[config.mk]
export PLATFORM = sky130hd
export DESIGN_NAME = uart_rx_param_flat
export DESIGN_NICKNAME = d
export VERILOG_FILES = /design/src/rtl/uart_pkg.sv /design/src/rtl/uart_rx_param_if.sv /design/src/rtl/uart_baud_tick.sv /design/src/rtl/uart_rx_param.sv /design/src/flat_wrapper.sv
export SDC_FILE = /design/constraint.sdc
export NUM_CORES = 1
export LEC_CHECK = 0
export CORE_ASPECT_RATIO = 1.2
export CORE_MARGIN = 2
export CORE_UTILIZATION = 60
export CTS_CLUSTER_DIAMETER = 150
export DETAILED_ROUTE_END_ITERATION = 16
export GPL_ROUTABILITY_DRIVEN = 0
export PLACE_DENSITY = 0.82
export SLEW_MARGIN = 30
export SYNTH_ARGS = -nofsm -noshare
export SYNTH_HDL_FRONTEND = slang
export SYNTH_SLANG_ARGS = --single-unit
export TNS_END_PERCENT = 100
[constraint.sdc]
create_clock -name clk -period 5.6 [get_ports clk]
set_clock_uncertainty 0.2 [all_clocks]
set_input_delay 0.84 -clock clk [delete_from_list [all_inputs] [get_ports clk]]
set_output_delay 0.84 -clock clk [all_outputs]
set_load 0.1 [all_outputs]
[src/rtl/uart_pkg.sv]
// ============================================================================
// uart_pkg : shared types, parity modes and width helper for the UART blocks
// Rev 1.0  : initial release
// ============================================================================
`default_nettype none

package uart_pkg;

  typedef enum logic [2:0] {
    ST_IDLE      = 3'd0,
    ST_START     = 3'd1,
    ST_DATA      = 3'd2,
    ST_PARITY    = 3'd3,
    ST_STOP      = 3'd4,
    ST_WAIT_HIGH = 3'd5
  } rx_state_e;

  localparam int PAR_NONE = 0;
  localparam int PAR_EVEN = 1;
  localparam int PAR_ODD  = 2;

  // Minimum width of 1 so a degenerate value still yields a legal vector.
  function automatic int clog2(input int value);
    int width;
    width = 0;
    while ((1 << width) < value) width++;
    return (width < 1) ? 1 : width;
  endfunction

endpackage

`default_nettype wire

[src/rtl/uart_rx_param_if.sv]
// ============================================================================
// uart_rx_param_if : received-frame valid/ready channel with error status
// Rev 1.0          : initial release
// ============================================================================
`default_nettype none

interface uart_rx_param_if #(
  parameter int DATA_BITS = 8
);
  logic [DATA_BITS-1:0] rx_data;
  logic                 rx_valid;
  logic                 rx_ready;
  logic                 rx_perr;
  logic                 rx_ferr;
  logic                 overrun;

  modport master (
    output rx_data, rx_valid, rx_perr, rx_ferr, overrun,
    input  rx_ready
  );

  modport slave (
    input  rx_data, rx_valid, rx_perr, rx_ferr, overrun,
    output rx_ready
  );
endinterface

`default_nettype wire

[src/rtl/uart_baud_tick.sv]
// ============================================================================
// uart_baud_tick : free-running 0..CLKS_PER_BIT-1 bit timer with clear
// Rev 1.0        : initial release
// ============================================================================
`default_nettype none

module uart_baud_tick
  import uart_pkg::*;
#(
  parameter int CLKS_PER_BIT = 5208,
  parameter int CNT_W        = clog2(CLKS_PER_BIT)
) (
  input  wire logic             clk,
  input  wire logic             rst,
  input  wire logic             clear,
  output logic [CNT_W-1:0]      count,
  output logic                  tick
);

  localparam logic [CNT_W-1:0] TERMINAL = CNT_W'(CLKS_PER_BIT - 1);

  logic [CNT_W-1:0] count_q, count_d;

  assign tick  = (count_q == TERMINAL);
  assign count = count_q;

  always_comb begin
    count_d = count_q + 1'b1;
    if (clear || tick) count_d = '0;
  end

  always_ff @(posedge clk) begin
    if (rst) count_q <= '0;
    else     count_q <= count_d;
  end

endmodule

`default_nettype wire

[src/rtl/uart_rx_param.sv]
// ============================================================================
// uart_rx_param : parametrised UART receiver, valid/ready output with status
// Rev 1.0       : initial release
// ============================================================================
`default_nettype none

module uart_rx_param
  import uart_pkg::*;
#(
  parameter int CLKS_PER_BIT = 5208,
  parameter int DATA_BITS    = 8,
  parameter int PARITY       = PAR_NONE,
  parameter int STOP_BITS    = 1
) (
  input  wire logic        clk,
  input  wire logic        rst,
  input  wire logic        rxd,
  uart_rx_param_if.master  rx_if
);

  localparam int CNT_W     = clog2(CLKS_PER_BIT);
  localparam int BIT_CNT_W = clog2(DATA_BITS + 1);
  localparam logic [CNT_W-1:0]     HALF_TERM = CNT_W'(CLKS_PER_BIT / 2 - 1);
  localparam logic [BIT_CNT_W-1:0] LAST_DATA = BIT_CNT_W'(DATA_BITS - 1);
  localparam logic [BIT_CNT_W-1:0] LAST_STOP = BIT_CNT_W'(STOP_BITS - 1);
  localparam logic                 ODD_PAR   = (PARITY == PAR_ODD);

  logic [1:0]           sync_q, sync_d;
  logic                 rxd_s;
  rx_state_e            state_q, state_d;
  logic [BIT_CNT_W-1:0] bit_cnt_q, bit_cnt_d;
  logic [DATA_BITS-1:0] shift_q, shift_d;
  logic                 perr_q, perr_d;
  logic                 ferr_q, ferr_d;
  logic [DATA_BITS-1:0] data_q, data_d;
  logic                 valid_q, valid_d;
  logic                 perr_out_q, perr_out_d;
  logic                 ferr_out_q, ferr_out_d;
  logic                 overrun_q, overrun_d;
  logic                 timer_clear, tick, commit, accept;
  logic [CNT_W-1:0]     timer_count;

  assign sync_d = {sync_q[0], rxd};
  assign rxd_s  = sync_q[1];

  uart_baud_tick #(
    .CLKS_PER_BIT (CLKS_PER_BIT),
    .CNT_W        (CNT_W)
  ) u_baud (
    .clk   (clk),
    .rst   (rst),
    .clear (timer_clear),
    .count (timer_count),
    .tick  (tick)
  );

  always_comb begin
    state_d     = state_q;
    bit_cnt_d   = bit_cnt_q;
    shift_d     = shift_q;
    perr_d      = perr_q;
    ferr_d      = ferr_q;
    timer_clear = 1'b0;
    commit      = 1'b0;
    case (state_q)
      ST_IDLE: begin
        timer_clear = 1'b1;
        bit_cnt_d   = '0;
        if (!rxd_s) begin
          state_d = ST_START;
          perr_d  = 1'b0;
          ferr_d  = 1'b0;
        end
      end
      ST_START: begin
        // Re-check the line at mid start bit; a short low pulse is a glitch.
        if (timer_count == HALF_TERM) begin
          if (rxd_s) begin
            state_d = ST_IDLE;
          end else begin
            timer_clear = 1'b1;
            state_d     = ST_DATA;
          end
        end
      end
      ST_DATA: begin
        if (tick) begin
          shift_d   = {rxd_s, shift_q[DATA_BITS-1:1]};
          bit_cnt_d = bit_cnt_q + 1'b1;
          if (bit_cnt_q == LAST_DATA) begin
            bit_cnt_d = '0;
            state_d   = (PARITY != PAR_NONE) ? ST_PARITY : ST_STOP;
          end
        end
      end
      ST_PARITY: begin
        if (tick) begin
          perr_d  = (((^shift_q) ^ rxd_s) != ODD_PAR);
          state_d = ST_STOP;
        end
      end
      ST_STOP: begin
        if (tick) begin
          ferr_d    = ferr_q | ~rxd_s;
          bit_cnt_d = bit_cnt_q + 1'b1;
          if (bit_cnt_q == LAST_STOP) begin
            commit    = 1'b1;
            bit_cnt_d = '0;
            state_d   = ferr_d ? ST_WAIT_HIGH : ST_IDLE;
          end
        end
      end
      ST_WAIT_HIGH: begin
        timer_clear = 1'b1;
        if (rxd_s) state_d = ST_IDLE;
      end
      default: state_d = ST_IDLE;
    endcase
  end

  // A commit may coincide with the consumer draining the held frame.
  always_comb begin
    accept     = valid_q & rx_if.rx_ready;
    data_d     = data_q;
    perr_out_d = perr_out_q;
    ferr_out_d = ferr_out_q;
    valid_d    = valid_q & ~accept;
    overrun_d  = 1'b0;
    if (commit) begin
      if (!valid_q || accept) begin
        data_d     = shift_q;
        perr_out_d = perr_q;
        ferr_out_d = ferr_d;
        valid_d    = 1'b1;
      end else begin
        overrun_d  = 1'b1;
      end
    end
  end

  always_ff @(posedge clk) begin
    if (rst) begin
      sync_q     <= 2'b11;
      state_q    <= ST_IDLE;
      bit_cnt_q  <= '0;
      shift_q    <= '0;
      perr_q     <= 1'b0;
      ferr_q     <= 1'b0;
      data_q     <= '0;
      valid_q    <= 1'b0;
      perr_out_q <= 1'b0;
      ferr_out_q <= 1'b0;
      overrun_q  <= 1'b0;
    end else begin
      sync_q     <= sync_d;
      state_q    <= state_d;
      bit_cnt_q  <= bit_cnt_d;
      shift_q    <= shift_d;
      perr_q     <= perr_d;
      ferr_q     <= ferr_d;
      data_q     <= data_d;
      valid_q    <= valid_d;
      perr_out_q <= perr_out_d;
      ferr_out_q <= ferr_out_d;
      overrun_q  <= overrun_d;
    end
  end

  assign rx_if.rx_data  = data_q;
  assign rx_if.rx_valid = valid_q;
  assign rx_if.rx_perr  = perr_out_q;
  assign rx_if.rx_ferr  = ferr_out_q;
  assign rx_if.overrun  = overrun_q;

endmodule

`default_nettype wire

[src/flat_wrapper.sv]
// flat-port wrapper written by rule: the top's interface ports become plain ports
module uart_rx_param_flat import uart_pkg::*;
#(
  parameter int CLKS_PER_BIT = 5208,
  parameter int DATA_BITS    = 8,
  parameter int PARITY       = PAR_NONE,
  parameter int STOP_BITS    = 1
)
  (clk, rst, rxd, rx_if_rx_data, rx_if_rx_valid, rx_if_rx_perr, rx_if_rx_ferr, rx_if_overrun, rx_if_rx_ready);
  uart_rx_param_if #(.DATA_BITS(DATA_BITS)) rx_if_i ();
  input  wire logic clk;
  input  wire logic rst;
  input  wire logic rxd;
  output wire logic [$bits(rx_if_i.rx_data)-1:0] rx_if_rx_data;
  output wire logic [$bits(rx_if_i.rx_valid)-1:0] rx_if_rx_valid;
  output wire logic [$bits(rx_if_i.rx_perr)-1:0] rx_if_rx_perr;
  output wire logic [$bits(rx_if_i.rx_ferr)-1:0] rx_if_rx_ferr;
  output wire logic [$bits(rx_if_i.overrun)-1:0] rx_if_overrun;
  input wire logic [$bits(rx_if_i.rx_ready)-1:0] rx_if_rx_ready;
  assign rx_if_rx_data = rx_if_i.rx_data;
  assign rx_if_rx_valid = rx_if_i.rx_valid;
  assign rx_if_rx_perr = rx_if_i.rx_perr;
  assign rx_if_rx_ferr = rx_if_i.rx_ferr;
  assign rx_if_overrun = rx_if_i.overrun;
  assign rx_if_i.rx_ready = rx_if_rx_ready;
  uart_rx_param #(.CLKS_PER_BIT(CLKS_PER_BIT), .DATA_BITS(DATA_BITS), .PARITY(PARITY), .STOP_BITS(STOP_BITS)) u_core (.clk(clk), .rst(rst), .rxd(rxd), .rx_if(rx_if_i));
endmodule
==> qor.txt, run 1 <==
Reg2reg end - u_core.bit_cnt_q[2]
Die width - 57.60 um
Hold depth - 1
Largest net degree at the start of global routing - 36
Maximum vdd drop - 0.0002263 V
Dpl cells - 276
CP max FO - 2
Unrepaired setup endpoints after global routing - false
Non-Filler Instances - 284
CP Class - reg2out
First-pass GRT wire length - 6348 um
Cells on worst reg2reg path - 6
Largest area contributor in the netlist - dfxtp_1
HPWL Detailed - 2582 um
Crit share post-route - 0.5034
Num CTS Buffers - 5
R2R Setup Slk - 3040 ps
Layout cells sized above 1 - 0.06883
Top cells by area, synth - dfxtp_1 43%, mux2i_1 8.2%, nor2_1 7.3%
Setup violations, final - 0
Syn. warnings - 0
Io pins - 16
Worst setup EP type - output pin
Fmax - 0.3548 GHz
Yosys top cell area share - 0.4259
Hold buffer count at CTS - 0
Max-Cap Viols - 0
Crit-path cells - clkdlybuf4s50_1
Worst hold endpoint - u_core.sync_q[1]
Gate Count Post-Synth - 232
Mapped Nets - 239
Status - finished, final reports clean
Total congestion overflow - 0
Synth cell types - 45
CTS H-tree lvls - 2
Register cell area after layout - 880.8 sq um
DRT antenna net count - 0
Post-CTS Resized - 0
Diodes inserted - 0
DRC Markers - 0
Die height - 68.32 um
Initial antenna violation count - 0
WL/cell - 13.41 um
CP Launch Type - flip-flop
Worst skew pair latency - 300 ps
Final instance area - 2355 sq um
Pint - 478.3 uW
Sequential share of the synthesized area - 0.4259
CP peak stage delay - 1130 ps
Final max-slew violation count - 0
Mean post-synth cell area - 8.915 sq um
Via density - 5.687
Flop pwr share - 0.531
DIE AREA - 3935 sq um
DRT Pass-1 Iters - 4
Lkg Pwr - 0.8673 nW
Clk root buf - clkbuf_8
Hold Vio Cnt, Final - 0
CTS tree - built
Worst Path Arrival - 1780 ps
CTS Buffer Depth - 2
Slowest CP cell - clkdlybuf4s50_1
Worst Tran Pin Value - 963.2 ps
Switching pwr - 159.2 uW
Setup TNS - 0 ps
Starting density of the core - 0.6250
Critical path required time - 4560 ps
P per Cell Area - 270.7 nW/um^2
Starting DRT DRC Count - 56
Multi-input gate area - 1129 sq um
Post-CTS Setup Bufs - 0
Mapped Area - 2068 sq um
Clock share of power - 0.369
Flops & latches, synth - 44
WHS - 212.3 ps
Cell Rows - 23
Switching part of the total - 0.2497
Port bufs - 15
Combinational fraction of design power - 0.101
Final wirelength - 3809 um
Area grow syn2layout - 13.85%
CP Buf/Inv Count - 1
Global Route Usage Sum - 0.2101
Final Critical Period - 2819 ps
Hold Startpoint - u_core.sync_q[0]
Std-Cell Core Area - 3309 sq um
Clk sinks - 44
Vias in the first global route - 1,493
DP Area - 2247 sq um
Nets - 253
Total number of vias - 1,615
Critical R2R Launch - u_core.u_baud.count[0]
CP delay by family, top - buffers and inverters
Total power - 637.5 uW
Worst slew margin - 0.3559
Fill count - 262
Clk slew on worst S/H paths - 80 ps
HP Class - reg2reg
## state kept, by name, summed over array words and instances (netlist names)
signal	flops
u_core.u_baud.count	13
u_core.bit_cnt_q	4
u_core.perr_q	1
u_core.rx_if.rx_perr	1
u_core.shift_q	8
u_core.state_q	3
u_core.rx_if.rx_valid	1
u_core.rx_if.rx_ferr	1
u_core.sync_q	2
u_core.rx_if.rx_data	8
u_core.rx_if.overrun	1
u_core.ferr_q	1
## logic make-up (layout without fill, tap and decap cells)
kind of cell / count (synthesis) / count (layout) / share of synthesized area
xor gates and xnor gates: 20 / 20 / 0.08470
buffers and inverters: 16 / 31 / 0.03146
AOI/OAI and AO/OA: 32 / 32 / 0.1029
DFF: 44 / 44 / 0.4259
and+or+nand+nor: 99 / 99 / 0.2492
adders and majority gates: 4 / 4 / 0.02360
muxes: 17 / 17 / 0.08227
## layout by cell type (no fill, tap or decap), types with 2 or more instances in the layout
master           count
dfxtp_1             44
nor2_1              40
mux2i_1             17
clkdlybuf4s50_1     15
nand2_1             13
xnor2_1             12
xor2_1               8
o21ai_0              8
a21oi_1              7
nand3_1              6
nor3_1               6
inv_1                5
or3_1                5
and3_1               5
nand2b_1             5
clkbuf_8             5
nand4bb_1            3
or4_1                3
ha_1                 3
buf_4                3
nor2b_1              2
a31oi_1              2
o21ba_2              2
o21a_1               2
or2_2                2
## synth_stat cells
| master | n |
|---|---|
| o22ai_1 | 1 |
| nor4bb_1 | 1 |
| xor2_1 | 8 |
| nand3b_1 | 1 |
| nor4b_1 | 2 |
| a21o_1 | 1 |
| or3b_1 | 1 |
| or3_1 | 5 |
| o21ba_1 | 1 |
| nand2_1 | 13 |
| nor2_1 | 40 |
| nor3b_1 | 1 |
| or4_1 | 3 |
| nor2b_1 | 2 |
| o21ba_2 | 2 |
| mux2i_1 | 17 |
| xnor2_1 | 12 |
| o21bai_1 | 1 |
| and4bb_2 | 1 |
| and3b_1 | 1 |
| a211o_1 | 1 |
| o211ai_1 | 1 |
| ha_1 | 3 |
| a32oi_1 | 1 |
| nor3_1 | 6 |
| buf_4 | 1 |
| dfxtp_1 | 44 |
| o21a_1 | 2 |
| o41ai_1 | 1 |
| buf_2 | 1 |
| o21ai_0 | 8 |
| maj3_2 | 1 |
| clkbuf_1 | 9 |
| o311ai_1 | 1 |
| or2_2 | 2 |
| a21oi_1 | 7 |
| inv_1 | 5 |
| o221ai_1 | 1 |
| nand2b_1 | 5 |
| nand4b_1 | 1 |
| nand3_1 | 6 |
| a31oi_1 | 2 |
| nand4bb_1 | 3 |
| o31ai_1 | 1 |
| and3_1 | 5 |
## through the flow
step           setup slack (ps)    util
2_1_floorplan              3179       -
3_3_place_gp               3086  0.6790
3_5_place_dp               3038  0.6790
4_1_cts                    2774  0.7115
5_1_grt                    2731  0.7115
6_report                   2781  0.7115
## metal layers
| layer | global-route usage | up-vias | wire (um) |
|---|---|---|---|
| met4 | 0.08140 | 0 | 59 |
| met5 | 0 | - | 0 |
| met1 | 0.2344 | 759 | 1710 |
| met3 | 0.07372 | 6 | 131 |
| li1 | - | 829 | - |
| met2 | 0.3665 | 21 | 1907 |
## final cells by class
cell class,instances,area share
Clock inverter,2,0.01488
Clock buffer,6,0.03082
Tap cell,37,0.01966
Sequential cell,44,0.3741
Inverter,5,0.007970
Multi-Input combinational cell,172,0.4793
Timing Repair Buffer,18,0.07333
## worst max path at each step
stage	from	to	slack, ps	cells after the start
finish	u_core.rx_if.rx_data[2]	rx_if_rx_data[2]	2780	1
global route	u_core.rx_if.rx_data[2]	rx_if_rx_data[2]	2730	1
CTS	u_core.rx_if.rx_data[2]	rx_if_rx_data[2]	2770	1
detailed placement	rx_if_rx_ready	u_core.rx_if.rx_data[2]	3040	6
global placement	rx_if_rx_ready	u_core.rx_if.rx_data[7]	3090	6
floorplan	u_core.u_baud.count[0]	u_core.bit_cnt_q[2]	3180	7
## power by group through the flow
stage / clock network (mW) / registers [mW] / logic [mW]
2_1_floorplan: 0 / 0.329 / 0.0628
4_1_cts: 0.241 / 0.338 / 0.0643
3_5_place_dp: 0 / 0.345 / 0.0636
5_1_grt: 0.254 / 0.340 / 0.0732
6_report: 0.235 / 0.338 / 0.0641
3_3_place_gp: 0 / 0.344 / 0.0630
No activity file was read; power rests on OpenSTA's default activity.
==> run 2: changes to the inputs <==
--- a/config.mk
+++ b/config.mk
@@ -7,11 +7,11 @@
 export LEC_CHECK = 0
 export CORE_ASPECT_RATIO = 1.2
 export CORE_MARGIN = 2
-export CORE_UTILIZATION = 60
+export CORE_UTILIZATION = 51
 export CTS_CLUSTER_DIAMETER = 150
 export DETAILED_ROUTE_END_ITERATION = 16
 export GPL_ROUTABILITY_DRIVEN = 0
-export PLACE_DENSITY = 0.82
+export PLACE_DENSITY = 0.74
 export SLEW_MARGIN = 30
 export SYNTH_ARGS = -nofsm -noshare
 export SYNTH_HDL_FRONTEND = slang
==> constraint.sdc (replaced) <==
create_clock -name clk -period 2.35 [get_ports clk]
set_clock_uncertainty 0.2 [all_clocks]
set_input_delay 0.3525 -clock clk [delete_from_list [all_inputs] [get_ports clk]]
set_output_delay 0.3525 -clock clk [all_outputs]
set_load 0.1 [all_outputs]
==> qor.txt, run 2 (synthesis results as in run 1) <==
Clk slew on worst S/H paths - 80 ps (about the same)
Clock share of power - 0.377 (was 0.369)
CP Class - reg2reg (was reg2out)
Total congestion overflow - 0 (unchanged)
Std-Cell Core Area - 3910 sq um (was 3309 sq um)
Non-Filler Instances - 316 (was 284)
Num CTS Buffers - 5 (unchanged)
Cell Rows - 25 (was 23)
Crit path capture - u_core.bit_cnt_q[2] (was rx_if_rx_data[2])
Final max-slew violation count - 0 (unchanged)
First-pass GRT wire length - 6886 um (was 6348 um)
Largest net degree at the start of global routing - 17 (was 36)
Hold Vio Cnt, Final - 0 (unchanged)
Layout cells sized above 1 - 0.2099 (was 0.06883)
Multi-input gate area - 1175 sq um (was 1129 sq um)
Die width - 62.14 um (was 57.60 um)
Diodes inserted - 0 (unchanged)
Combinational fraction of design power - 0.122 (was 0.101)
Vias in the first global route - 1,537 (was 1,493)
Setup violations, final - 0 (unchanged)
Worst Setup SP - u_core.u_baud.count[1] (was u_core.rx_if.rx_data[2])
Dpl cells - 305 (was 276)
GR met2 Demand/Resource - 0.3273 (was 0.3665)
Flop pwr share - 0.501 (was 0.531)
Die height - 73.76 um (was 68.32 um)
Final core utilization - 0.6432 (was 0.7115)
DRC Markers - 0 (unchanged)
HP Class - reg2reg (unchanged)
Global Route Usage Sum - 0.1872 (was 0.2101)
Final Critical Period - 2308 ps
Via density - 5.288 (was 5.687)
CTS H-tree lvls - 2 (unchanged)
Maximum vdd drop - 0.0004484 V (was 0.0002263 V)
P per Cell Area - 631.8 nW/um^2 (was 270.7 nW/um^2)
Worst Tran Pin Value - 404.1 ps (was 963.2 ps)
Routing usage on met1 - 0.2295 (was 0.2344)
Reg2reg end - u_core.bit_cnt_q[2] (unchanged)
Met3 GRT Util - 0.04135 (was 0.07372)
CP max FO - 3 (was 2)
Leading cell type in the layout, fill and taps excluded - dfxtp_1 (unchanged)
Critical R2R Launch - u_core.u_baud.count[1] (was u_core.u_baud.count[0])
Pint - 1.168 mW (was 478.3 uW)
Setup TNS - 0 ps (unchanged)
Lkg Pwr - 0.9661 nW (was 0.8673 nW)
DIE AREA - 4583 sq um (was 3935 sq um)
CP Launch Type - flip-flop (unchanged)
Final wirelength - 4078 um (was 3809 um)
Unrepaired setup endpoints after global routing - true (was false)
Switching part of the total - 0.2649 (was 0.2497)
Area grow syn2layout - 21.60% (was 13.85%)
Nets - 268 (was 253)
Worst skew pair latency - 310 ps (was 300 ps)
Clk sinks - 44 (unchanged)
Worst slew margin - 0.7302 (was 0.3559)
Port bufs - 15 (unchanged)
Hold buffer count at CTS - 0 (unchanged)
Clk root buf - clkbuf_8 (unchanged)
Max-Cap Viols - 0 (unchanged)
Fmax - 0.4333 GHz
Fill count - 334 (was 262)
Starting density of the core - 0.5290 (was 0.6250)
WHS - 242.5 ps (was 212.3 ps)
Worst setup EP type - flip-flop (was output pin)
CTS Buffer Depth - 2 (unchanged)
Flip-flop count of the largest register after layout - 13 (unchanged)
Register cell area after layout - 883.3 sq um (was 880.8 sq um)
DRT Pass-1 Iters - 5 (was 4)
CTS tree - built (unchanged)
Status - finished, final reports clean (unchanged)
Total number of vias - 1,671 (was 1,615)
Busiest grt layer - met2 (unchanged)
Initial antenna violation count - 0 (unchanged)
Critical path required time - 2390 ps (was 4560 ps)
Io pins - 16 (unchanged)
WL/cell - 12.91 um (was 13.41 um)
Starting DRT DRC Count - 119 (was 56)
Most frequent cells in the layout - 42 x dfxtp_1, 40 x nor2_1, 30 x buf_4 (was 44 x dfxtp_1, 40 x nor2_1, 17 x mux2i_1)
DRT antenna net count - 0 (unchanged)
Switching pwr - 421.0 uW (was 159.2 uW)
R2R Setup Slk - 40 ps (was 3040 ps)
Crit share post-route - 0.9821
Cells on worst reg2reg path - 6 (unchanged)
HPWL Detailed - 2698 um (was 2582 um)
Worst Path Arrival - 2350 ps (was 1780 ps)
[run 2: per-stage QoR]
step / power [mW] / setup WS (ps) / area (sq um)
finish: 1.589 / 42.16 / 2515
global route: 1.656 / -28.83 / 2515
CTS: 1.575 / 17.14 / 2447
detailed placement: 0.9870 / 85.41 / 2332
global placement: 0.9853 / 123.4 / 2332
floorplan: 0.9353 / 26.68 / 2072
[run 2: final cells by class]
type,instances,share of cell area
Multi-Input combinational cell,172,0.4672
Clock inverter,3,0.01841
Clock buffer,5,0.02736
Tap cell,54,0.02687
Inverter,5,0.007463
Sequential cell,44,0.3512
Timing Repair Buffer,33,0.1015
[run 2: worst max-delay path, stage by stage (launching register included)]
cell       delay, ps
dfxtp_2          330
ha_2             170
nand4bb_1        140
or3_4            430
maj3_2           320
or4_4            520
a21oi_2          140
[run 2: worst min-delay path by stage]
stage,start,end,depth (start not counted)
after floorplan,u_core.sync_q[0],u_core.sync_q[1],1
after global placement,u_core.sync_q[0],u_core.sync_q[1],1
after detailed placement,u_core.sync_q[0],u_core.sync_q[1],1
after CTS,u_core.u_baud.count[0],u_core.u_baud.count[0],1
after global routing,u_core.sync_q[0],u_core.sync_q[1],1
final,u_core.sync_q[0],u_core.sync_q[1],1
[run 2: per-layer routing]
metal	part of all wire	routed length [um]
met1	0.47	1907
met2	0.49	1999
met3	0.029	119
met4	0.013	52
met5	0	0
[run 2: power groups by stage]
stage	Combinational (mW)	Sequential (mW)	Clock [mW]
5_1_grt	0.220	0.799	0.637
2_1_floorplan	0.150	0.785	0
4_1_cts	0.177	0.794	0.604
6_report	0.193	0.796	0.600
3_5_place_dp	0.175	0.812	0
3_3_place_gp	0.173	0.812	0
[run 2: timing repair]
item	in CTS	in global routing
resized for setup	0	8
setup buffers	0	3
endpoints found under the setup margin	0	2
==> run 3: changes to the inputs <==
--- a/config.mk
+++ b/config.mk
@@ -7,11 +7,11 @@
 export LEC_CHECK = 0
 export CORE_ASPECT_RATIO = 1.2
 export CORE_MARGIN = 2
-export CORE_UTILIZATION = 51
+export CORE_UTILIZATION = 60
 export CTS_CLUSTER_DIAMETER = 150
 export DETAILED_ROUTE_END_ITERATION = 16
 export GPL_ROUTABILITY_DRIVEN = 0
-export PLACE_DENSITY = 0.74
+export PLACE_DENSITY = 0.84
 export SLEW_MARGIN = 30
 export SYNTH_ARGS = -nofsm -noshare
 export SYNTH_HDL_FRONTEND = slang
==> constraint.sdc (replaced) <==
create_clock -name clk -period 2.7 [get_ports clk]
set_clock_uncertainty 0.2 [all_clocks]
set_input_delay 0.405 -clock clk [delete_from_list [all_inputs] [get_ports clk]]
set_output_delay 0.405 -clock clk [all_outputs]
set_load 0.1 [all_outputs]
==> qor.txt, run 3 (synthesis results as in run 1) <==
Status - finished, final reports clean (unchanged)
Die height - 68.32 um (was 73.76 um)
Via density - 5.743 (was 5.288)
Clk root buf - clkbuf_8 (unchanged)
Worst Setup SP - u_core.u_baud.count[0] (was u_core.u_baud.count[1])
P per Cell Area - 585.5 nW/um^2 (was 631.8 nW/um^2)
Largest net degree at the start of global routing - 23 (was 17)
Setup violations, final - 0 (unchanged)
Num CTS Buffers - 5 (unchanged)
CTS Buffer Depth - 2 (unchanged)
Total power - 1.375 mW (was 1.589 mW)
CP max FO - 6 (was 3)
Final wirelength - 4009 um (was 4078 um)
Worst skew pair latency - 300 ps (was 310 ps)
Hold Vio Cnt, Final - 0 (unchanged)
DIE AREA - 3935 sq um (was 4583 sq um)
Multi-input gate area - 1134 sq um (was 1175 sq um)
Leading cell type in the layout, fill and taps excluded - dfxtp_1 (unchanged)
Worst Tran Pin Value - 512.6 ps (was 404.1 ps)
DRC Markers - 0 (unchanged)
CTS tree - built (unchanged)
Lkg Pwr - 0.9031 nW (was 0.9661 nW)
Setup TNS - 0 ps (unchanged)
Non-Filler Instances - 284 (was 316)
Most frequent cells in the layout - 44 x dfxtp_1, 40 x nor2_1, 17 x mux2i_1 (was 42 x dfxtp_1, 40 x nor2_1, 30 x buf_4)
Critical R2R Launch - u_core.u_baud.count[0] (was u_core.u_baud.count[1])
Flip-flop count of the largest register after layout - 13 (unchanged)
Starting DRT DRC Count - 60 (was 119)
Final core utilization - 0.7096 (was 0.6432)
Initial antenna violation count - 0 (unchanged)
Vias in the first global route - 1,509 (was 1,537)
Max-Cap Viols - 0 (unchanged)
Final Critical Period - 2515 ps (was 2308 ps)
Worst setup EP type - flip-flop (unchanged)
CTS H-tree lvls - 2 (unchanged)
Worst Path Arrival - 2540 ps (was 2350 ps)
Worst slew margin - 0.6528 (was 0.7302)
DRT antenna net count - 0 (unchanged)
CP peak stage delay - 510 ps (was 520 ps)
WL/cell - 14.12 um (was 12.91 um)
Starting density of the core - 0.6250 (was 0.5290)
Clk sinks - 44 (unchanged)
Nets - 253 (was 268)
HP Class - reg2reg (unchanged)
Area grow syn2layout - 13.55% (was 21.60%)
Total number of vias - 1,631 (was 1,671)
Slowest CP cell - or4_1 (was or4_4)
Std-Cell Core Area - 3309 sq um (was 3910 sq um)
Hold Startpoint - u_core.sync_q[0] (unchanged)
Clk slew on worst S/H paths - 80 ps (about the same)
Dpl cells - 276 (was 305)
Layout cells sized above 1 - 0.1255 (was 0.2099)
Diodes inserted - 0 (unchanged)
Port bufs - 15 (unchanged)
Register cell area after layout - 880.8 sq um (was 883.3 sq um)
Critical path required time - 2730 ps (was 2390 ps)
CP Launch Type - flip-flop (unchanged)
Crit share post-route - 0.9315 (was 0.9821)
Maximum vdd drop - 0.0004352 V (was 0.0004484 V)
Crit-path cells - ha_1 > nand4bb_1 > or3_4 > maj3_2 > or4_1 > a21oi_1 (was ha_2 > nand4bb_1 > or3_4 > maj3_2 > or4_4 > a21oi_2)
HPWL Detailed - 2665 um (was 2698 um)
Unrepaired setup endpoints after global routing - false (was true)
Post-CTS Setup Bufs - 0 (unchanged)
Fill count - 256 (was 334)
Cell Rows - 23 (was 25)
DRT Pass-1 Iters - 4 (was 5)
Global Route Usage Sum - 0.2216 (was 0.1872)
Final max-slew violation count - 0 (unchanged)
Total congestion overflow - 0 (unchanged)
Fmax - 0.3976 GHz (was 0.4333 GHz)
First-pass GRT wire length - 6561 um (was 6886 um)
CP Class - reg2reg (unchanged)
Die width - 57.60 um (was 62.14 um)
Io pins - 16 (unchanged)
==> run 3: final timing paths <==
path	endpoint	slack, ps	cells past startpoint
max reg2reg	u_core.bit_cnt_q[2]	180	6
min	u_core.sync_q[1]	210	1
max	u_core.bit_cnt_q[2]	180	6
min reg2reg	u_core.sync_q[1]	210	1
==> run 3: per-stage QoR <==
stage	cell area, sq um	setup slack (ps)	hold WS [ps]
6_report	2349	184.9	212.6
5_1_grt	2349	14.73	239.4
4_1_cts	2344	123.8	222.1
3_5_place_dp	2217	151.9	198.9
3_3_place_gp	2217	228.5	193.7
2_1_floorplan	2068	278.9	189.5
==> run 3: cell type report <==
type / count / share of cell area
Sequential cell: 44 / 0.3751
Tap cell: 37 / 0.01971
Inverter: 5 / 0.007991
Clock buffer: 7 / 0.04102
Multi-Input combinational cell: 172 / 0.4827
Timing Repair Buffer: 18 / 0.06074
Clock inverter: 1 / 0.01279
==> run 3: timing repair <==
action | CTS | global route
endpoints found under the setup margin | 0 | 1
gates resized for setup | 0 | 1
hold buffers | 0 | 0
==> run 3: worst max-delay path: cells and delay by family (launching register included) <==
| family | cells | cell delay (ps) |
|---|---|---|
| adder cells (fa/ha/maj) | 2 | 610 |
| AO/OA/AOI/OAI | 1 | 120 |
| AND/OR/NAND/NOR | 3 | 1150 |
| flip-flops | 1 | 360 |
==> run 3: report_power, final <==
group	internal, mW	total, mW	leakage (nW)	switching (mW)
combinational	0.0551	0.130	0.484	0.0746
clock	0.326	0.546	0.0645	0.220
sequential	0.662	0.699	0.355	0.0366
==> run 3: layer usage <==
| layer | vias up | track usage | wire length, um |
|---|---|---|---|
| li1 | 831 | - | - |
| met3 | 11 | 0.05293 | 144 |
| met1 | 755 | 0.2576 | 1788 |
| met4 | 0 | 0.1308 | 98 |
| met2 | 34 | 0.3707 | 1978 |
| met5 | - | 0 | 0 |
